**src/rtl/song_sequencer_pkg.sv**
```systemverilog
// Shared definitions for the song sequencer slice: FSM state encoding,
// note word field positions and the default song terminator word.
package song_sequencer_pkg;

    typedef enum logic [2:0] {
        ST_IDLE      = 3'd0,
        ST_FETCH     = 3'd1,
        ST_ISSUE     = 3'd2,
        ST_WAIT_DONE = 3'd3,
        ST_DONE      = 3'd4
    } state_t;

    // Note word layout as seen by the arranger; the sequencer never decodes it.
    localparam int unsigned ADV_BIT  = 15;
    localparam int unsigned NOTE_MSB = 14;
    localparam int unsigned NOTE_LSB = 9;
    localparam int unsigned DUR_MSB  = 8;
    localparam int unsigned DUR_LSB  = 3;

    localparam logic [15:0] END_WORD_DEFAULT = 16'h0000;

    function automatic logic state_is_busy(input state_t s);
        return (s == ST_FETCH) || (s == ST_ISSUE) || (s == ST_WAIT_DONE);
    endfunction

endpackage

```
**src/rtl/dffr_an.sv**
```systemverilog
// Register with asynchronous active-low reset.
// Ports: clk, reset (active low, async), d (next value), q (registered value).
module dffr_an #(
    parameter int unsigned         WIDTH   = 1,
    parameter logic [WIDTH-1:0]    RST_VAL = '0
) (
    input  logic             clk,
    input  logic             reset,
    input  logic [WIDTH-1:0] d,
    output logic [WIDTH-1:0] q
);

    always_ff @(posedge clk or negedge reset) begin
        if (!reset) q <= RST_VAL;
        else        q <= d;
    end

endmodule

```
**src/rtl/song_addr_counter.sv**
```systemverilog
// Song / note index registers that form the ROM address.
// Ports: clk, reset (active low, async); new_song loads song_sel and clears
// the note index (takes priority over inc); inc advances the note index;
// song, note_index are the registered values; at_max flags the last note.
module song_addr_counter #(
    parameter int unsigned SONG_BITS = 2,
    parameter int unsigned NOTE_BITS = 5
) (
    input  logic                 clk,
    input  logic                 reset,
    input  logic                 new_song,
    input  logic [SONG_BITS-1:0] song_sel,
    input  logic                 inc,
    output logic [SONG_BITS-1:0] song,
    output logic [NOTE_BITS-1:0] note_index,
    output logic                 at_max
);

    logic [SONG_BITS-1:0] song_nxt;
    logic [NOTE_BITS-1:0] note_nxt;

    always_comb begin
        song_nxt = song;
        note_nxt = note_index;
        if (new_song) begin
            song_nxt = song_sel;
            note_nxt = '0;
        end else if (inc) begin
            note_nxt = note_index + 1'b1;
        end
    end

    dffr_an #(.WIDTH(SONG_BITS)) u_song (
        .clk(clk), .reset(reset), .d(song_nxt), .q(song)
    );

    dffr_an #(.WIDTH(NOTE_BITS)) u_note (
        .clk(clk), .reset(reset), .d(note_nxt), .q(note_index)
    );

    assign at_max = &note_index;

endmodule

```
**src/rtl/song_sequencer.sv**
```systemverilog
// Reads note words from an external synchronous song ROM and hands them to
// the note arranger one at a time, waiting for note_done between words.
// Ports: clk, reset (active low, async); play allows issuing; new_song with
// song_sel restarts at note 0 of the chosen song; rom_addr/rom_data talk to
// the ROM (1-cycle read latency); note_to_load/load_new_note/note_done form
// the arranger handshake; song_done pulses at end of song; busy is high
// while fetching, issuing or waiting on the arranger.
module song_sequencer
    import song_sequencer_pkg::*;
#(
    parameter int unsigned SONG_BITS = 2,
    parameter int unsigned NOTE_BITS = 5,
    parameter logic [15:0] END_WORD  = END_WORD_DEFAULT
) (
    input  logic                           clk,
    input  logic                           reset,
    input  logic                           play,
    input  logic                           new_song,
    input  logic [SONG_BITS-1:0]           song_sel,
    output logic [SONG_BITS+NOTE_BITS-1:0] rom_addr,
    input  logic [15:0]                    rom_data,
    input  logic                           note_done,
    output logic [15:0]                    note_to_load,
    output logic                           load_new_note,
    output logic                           song_done,
    output logic                           busy
);

    state_t               state;
    state_t               state_nxt;
    logic [2:0]           state_q;
    logic [15:0]          note_nxt;
    logic                 load_nxt;
    logic                 done_nxt;
    logic                 inc;
    logic                 at_max;
    logic [SONG_BITS-1:0] song;
    logic [NOTE_BITS-1:0] note_index;

    song_addr_counter #(
        .SONG_BITS(SONG_BITS),
        .NOTE_BITS(NOTE_BITS)
    ) u_addr (
        .clk        (clk),
        .reset      (reset),
        .new_song   (new_song),
        .song_sel   (song_sel),
        .inc        (inc),
        .song       (song),
        .note_index (note_index),
        .at_max     (at_max)
    );

    // Both halves come straight from registers, so the address is registered.
    assign rom_addr = {song, note_index};

    dffr_an #(.WIDTH(3)) u_state (
        .clk(clk), .reset(reset), .d(state_nxt), .q(state_q)
    );
    assign state = state_t'(state_q);

    always_comb begin
        state_nxt = state;
        note_nxt  = note_to_load;
        load_nxt  = 1'b0;
        done_nxt  = 1'b0;
        inc       = 1'b0;
        // new_song abandons whatever is in flight, including a same-cycle note_done.
        if (new_song) begin
            state_nxt = ST_IDLE;
        end else begin
            unique case (state)
                ST_IDLE: begin
                    if (play) state_nxt = ST_FETCH;
                end
                ST_FETCH: begin
                    state_nxt = ST_ISSUE;
                end
                ST_ISSUE: begin
                    if (rom_data == END_WORD) begin
                        done_nxt  = 1'b1;
                        state_nxt = ST_DONE;
                    end else begin
                        note_nxt  = rom_data;
                        load_nxt  = 1'b1;
                        state_nxt = ST_WAIT_DONE;
                    end
                end
                ST_WAIT_DONE: begin
                    if (note_done) begin
                        if (at_max) begin
                            done_nxt  = 1'b1;
                            state_nxt = ST_DONE;
                        end else begin
                            inc       = 1'b1;
                            state_nxt = play ? ST_FETCH : ST_IDLE;
                        end
                    end
                end
                ST_DONE: begin
                    state_nxt = ST_DONE;
                end
                default: begin
                    state_nxt = ST_IDLE;
                end
            endcase
        end
    end

    dffr_an #(.WIDTH(16)) u_note_word (
        .clk(clk), .reset(reset), .d(note_nxt), .q(note_to_load)
    );

    dffr_an #(.WIDTH(1)) u_load (
        .clk(clk), .reset(reset), .d(load_nxt), .q(load_new_note)
    );

    dffr_an #(.WIDTH(1)) u_song_done (
        .clk(clk), .reset(reset), .d(done_nxt), .q(song_done)
    );

    assign busy = state_is_busy(state);

endmodule
```
**config.mk**
```make
export PLATFORM = sky130hd
export DESIGN_NAME = song_sequencer
export DESIGN_NICKNAME = d
export VERILOG_FILES = /design/src/rtl/song_sequencer_pkg.sv /design/src/rtl/dffr_an.sv /design/src/rtl/song_addr_counter.sv /design/src/rtl/song_sequencer.sv
export SDC_FILE = /design/constraint.sdc
export NUM_CORES = 1
export LEC_CHECK = 0
export CAP_MARGIN = 20
export CORE_MARGIN = 2
export CORE_UTILIZATION = 43
export DETAILED_ROUTE_END_ITERATION = 16
export PLACE_DENSITY = 0.89
export SYNTH_ARGS = -nofsm -noshare
export SYNTH_HDL_FRONTEND = slang
export SYNTH_SLANG_ARGS = --single-unit
```
**constraint.sdc**
```tcl
create_clock -name clk -period 2.05 [get_ports clk]
set_clock_uncertainty 0.15 [all_clocks]
set_input_delay 0.205 -clock clk [delete_from_list [all_inputs] [get_ports clk]]
set_output_delay 0.205 -clock clk [all_outputs]
set_load 0.01 [all_outputs]
```
==> impl_metrics.json <==
{
  "yosys.area.top_type_share_pct": 53.1,
  "endpoint_kind": "flip-flop",
  "port_buffers": 48,
  "wl_mm": 3.01,
  "synth_edf_count": 0,
  "cts_tree": "built",
  "htree_levels": 1,
  "cp-start-kind": "flip-flop",
  "fin_cells": 190,
  "io_pins": 49,
  "cts-root-buf": "clkbuf_4",
  "clkSinkCount": 28,
  "grt_usage_pct": 18.0,
  "yosysWarnings": 0,
  "wl_met1_mm": 1.25,
  "dpl_worst_slack_ns": -0.151,
  "crit_arrival_ns": 2.03,
  "dp_hpwl_mm": 2.37,
  "worstPathRequired_ns": 2.14,
  "met3WireLength_um": 211,
  "fmax_mhz": 515,
  "num-nets-final": 185,
  "synth_ff_type": "dfrtp_1",
  "die_y_um": 59.4,
  "powerDensity_nw_per_um2": 972,
  "rsz0062_at_grt": "yes",
  "seq_area_um2": 703,
  "netlist_area_um2": 1320,
  "cts_max_path_buffers": 2,
  "grt_overflow": 0,
  "slew_headroom_pct": 69.3,
  "dr_wl_met2_mm": 1.52,
  "drtPass1Iterations": 4,
  "row_count": 20,
  "ir_drop_mv": 0.302,
  "synth.avg_cell_area_um2": 12.8,
  "min_period_over_period_pct": 94.7,
  "synth_fp_nets": 129,
  "hp-class": "primary input to async pin",
  "area_delta_synth_final_pct": 43.3,
  "num_antenna_cells": 0,
  "clk_latency_ns": 0.33,
  "holdWs_ns": 0.0780,
  "drive_above_1_share_pct": 21.7,
  "syn_inst": 103,
  "initial_core_util_pct": 44.3,
  "vias": 1000,
  "worst_pin_slew_ns": 0.456,
  "drtIter0Drc": 23,
  "ant_nets": 0,
  "yosys-top-cells-count": "dfrtp_1 (28), mux2_2 (10), mux2_4 (8)",
  "avgRoutedWirePerCell_um": 15.9,
  "synth_cell_type_count": 29,
  "tns_ns": 0,
  "path_max_fanout": 4,
  "setup_viol": 0,
  "ys_ff_latch": 28,
  "multi_input_area_um2": 584,
  "antenna_found_initial": 0,
  "via_per_inst": 5.26,
  "place_area_um2": 1860,
  "synth_top_cell_by_area": "dfrtp_1",
  "cts_buffers": 3,
  "cap_violations": 0,
  "path_clk_slew_ns": 0.14,
  "slew_viol_final": 0,
  "post-synth-top-count-cell": "dfrtp_1",
  "top_layer": "met4",
  "p_leak_nw": 0.831,
  "dp_cells": 187,
  "die_w_um": 59.4,
  "grt_pass1_vias": 1006,
  "ys_top_cells_by_area": "dfrtp_1 (53%), mux2_4 (9.1%), mux2_2 (8.5%)",
  "dieArea_um2": 3530,
  "synth-async-reset-ratio_pct": 100,
  "core_um2": 2980,
  "final-hold-violation-count": 0,
  "grt_pass1_wl_mm": 4.77,
  "fin_ws_ns": 0.109,
  "fin_crit_ns": 1.94,
  "place_congestion": 0.817,
  "grt_max_degree": 29,
  "path_class": "flip-flop to flip-flop",
  "fill_cells": 235,
  "seq_area_frac_synth_pct": 53.1,
  "status": "complete, no violations",
  "drc_errors": 0,
  "finalInstanceArea_um2": 1890
}
## area by class of cell
class | count | area share [%]
inverter | 4 | 0.794
multi-input combinational | 68 | 30.9
clock buffer | 3 | 1.19
tap | 33 | 2.18
timing repair buffer | 54 | 27.8
sequential | 28 | 37.2
## path summary, 6_finish.rpt
path / start / end / slack (ns) / cells past startpoint
max reg2reg: u_addr.u_note.q[1]$_DFFE_PN0P_ / u_addr.u_note.q[3]$_DFFE_PN0P_ / 0.11 / 7
min reg2reg: u_note_word.q[3]$_DFFE_PN0P_ / u_note_word.q[3]$_DFFE_PN0P_ / 0.37 / 1
max in group asynchronous: reset / u_state.q[1]$_DFFE_PN0P_ / 1.39 / 2
min in group clk: song_sel[0] / u_addr.u_song.q[0]$_DFFE_PN0P_ / 0.32 / 2
min: reset / u_addr.u_note.q[0]$_DFFE_PN0P_ / 0.08 / 2
max: u_addr.u_note.q[1]$_DFFE_PN0P_ / u_addr.u_note.q[3]$_DFFE_PN0P_ / 0.11 / 7
## timing repair
item                                    CTS  global route
endpoints found under the setup margin    1             4
hold buffers                              0             0
setup buffers                             0             0
gates resized for setup                   1             3
pin swaps                                 0             0
## cell families after synthesis
family | synth area share [%]
flops | 53.1
compound gates | 5.40
simple gates | 15.1
buf+inv | 3.22
fa+ha+maj | 2.84
mux | 18.4
xor+xnor | 1.99
## registers in the layout, summed over array words and instances, names as in the netlist
signal	cells
u_note_word.q	16
u_addr.u_note.q	5
u_state.q	3
u_addr.u_song.q	2
u_load.q	1
u_song_done.q	1
## worst max-delay path, stage by stage, from the launching register on
cell and delay (ns):
dfrtp_1 0.44, ha_1 0.20, and3_1 0.20, ha_1 0.19, nand2b_1 0.22, nor3_1 0.25, xnor2_1 0.14, nor2_1 0.05
## power by group
part | switching, mW | leakage [nW] | internal [mW]
sequential | 0.111 | 0.351 | 0.723
combinational | 0.262 | 0.466 | 0.520
clock | 0.154 | 0.0138 | 0.0691
## cell usage in the layout, fill, tap and decap left out, drive strengths merged
master | Yosys | routed
a2111oi | 1 | 1
a211oi | 1 | 1
a21oi | 1 | 1
and2 | 1 | 1
and3 | 1 | 1
buf | 1 | 6
clkbuf | 2 | 3
clkdlybuf4s50 | 0 | 48
dfrtp | 28 | 28
ha | 3 | 3
inv | 4 | 4
mux2 | 18 | 18
mux2i | 1 | 1
nand2 | 4 | 4
nand2b | 2 | 2
nand3 | 4 | 4
nand3b | 3 | 3
nand4 | 1 | 1
nor2 | 8 | 8
nor2b | 1 | 1
nor3 | 3 | 3
nor4 | 5 | 5
o211a | 1 | 1
o21ai | 5 | 5
o311ai | 1 | 1
xnor2 | 3 | 3
## layer usage
metal  GRT usage (%)  vias up
met5               0        -
met4            5.84        0
met3            3.49        5
met2            30.5       41
met1            23.0      475
li1                -      479
## metrics by stage
| stage | util, % | power, mW |
|---|---|---|
| floorplan | - | 1.18 |
| global placement | 62.4 | 1.60 |
| detailed placement | 62.4 | 1.63 |
| CTS | 63.2 | 1.85 |
| global route | 63.5 | 1.94 |
| finish | 63.5 | 1.84 |
No activity file was read; power rests on OpenSTA's default activity.
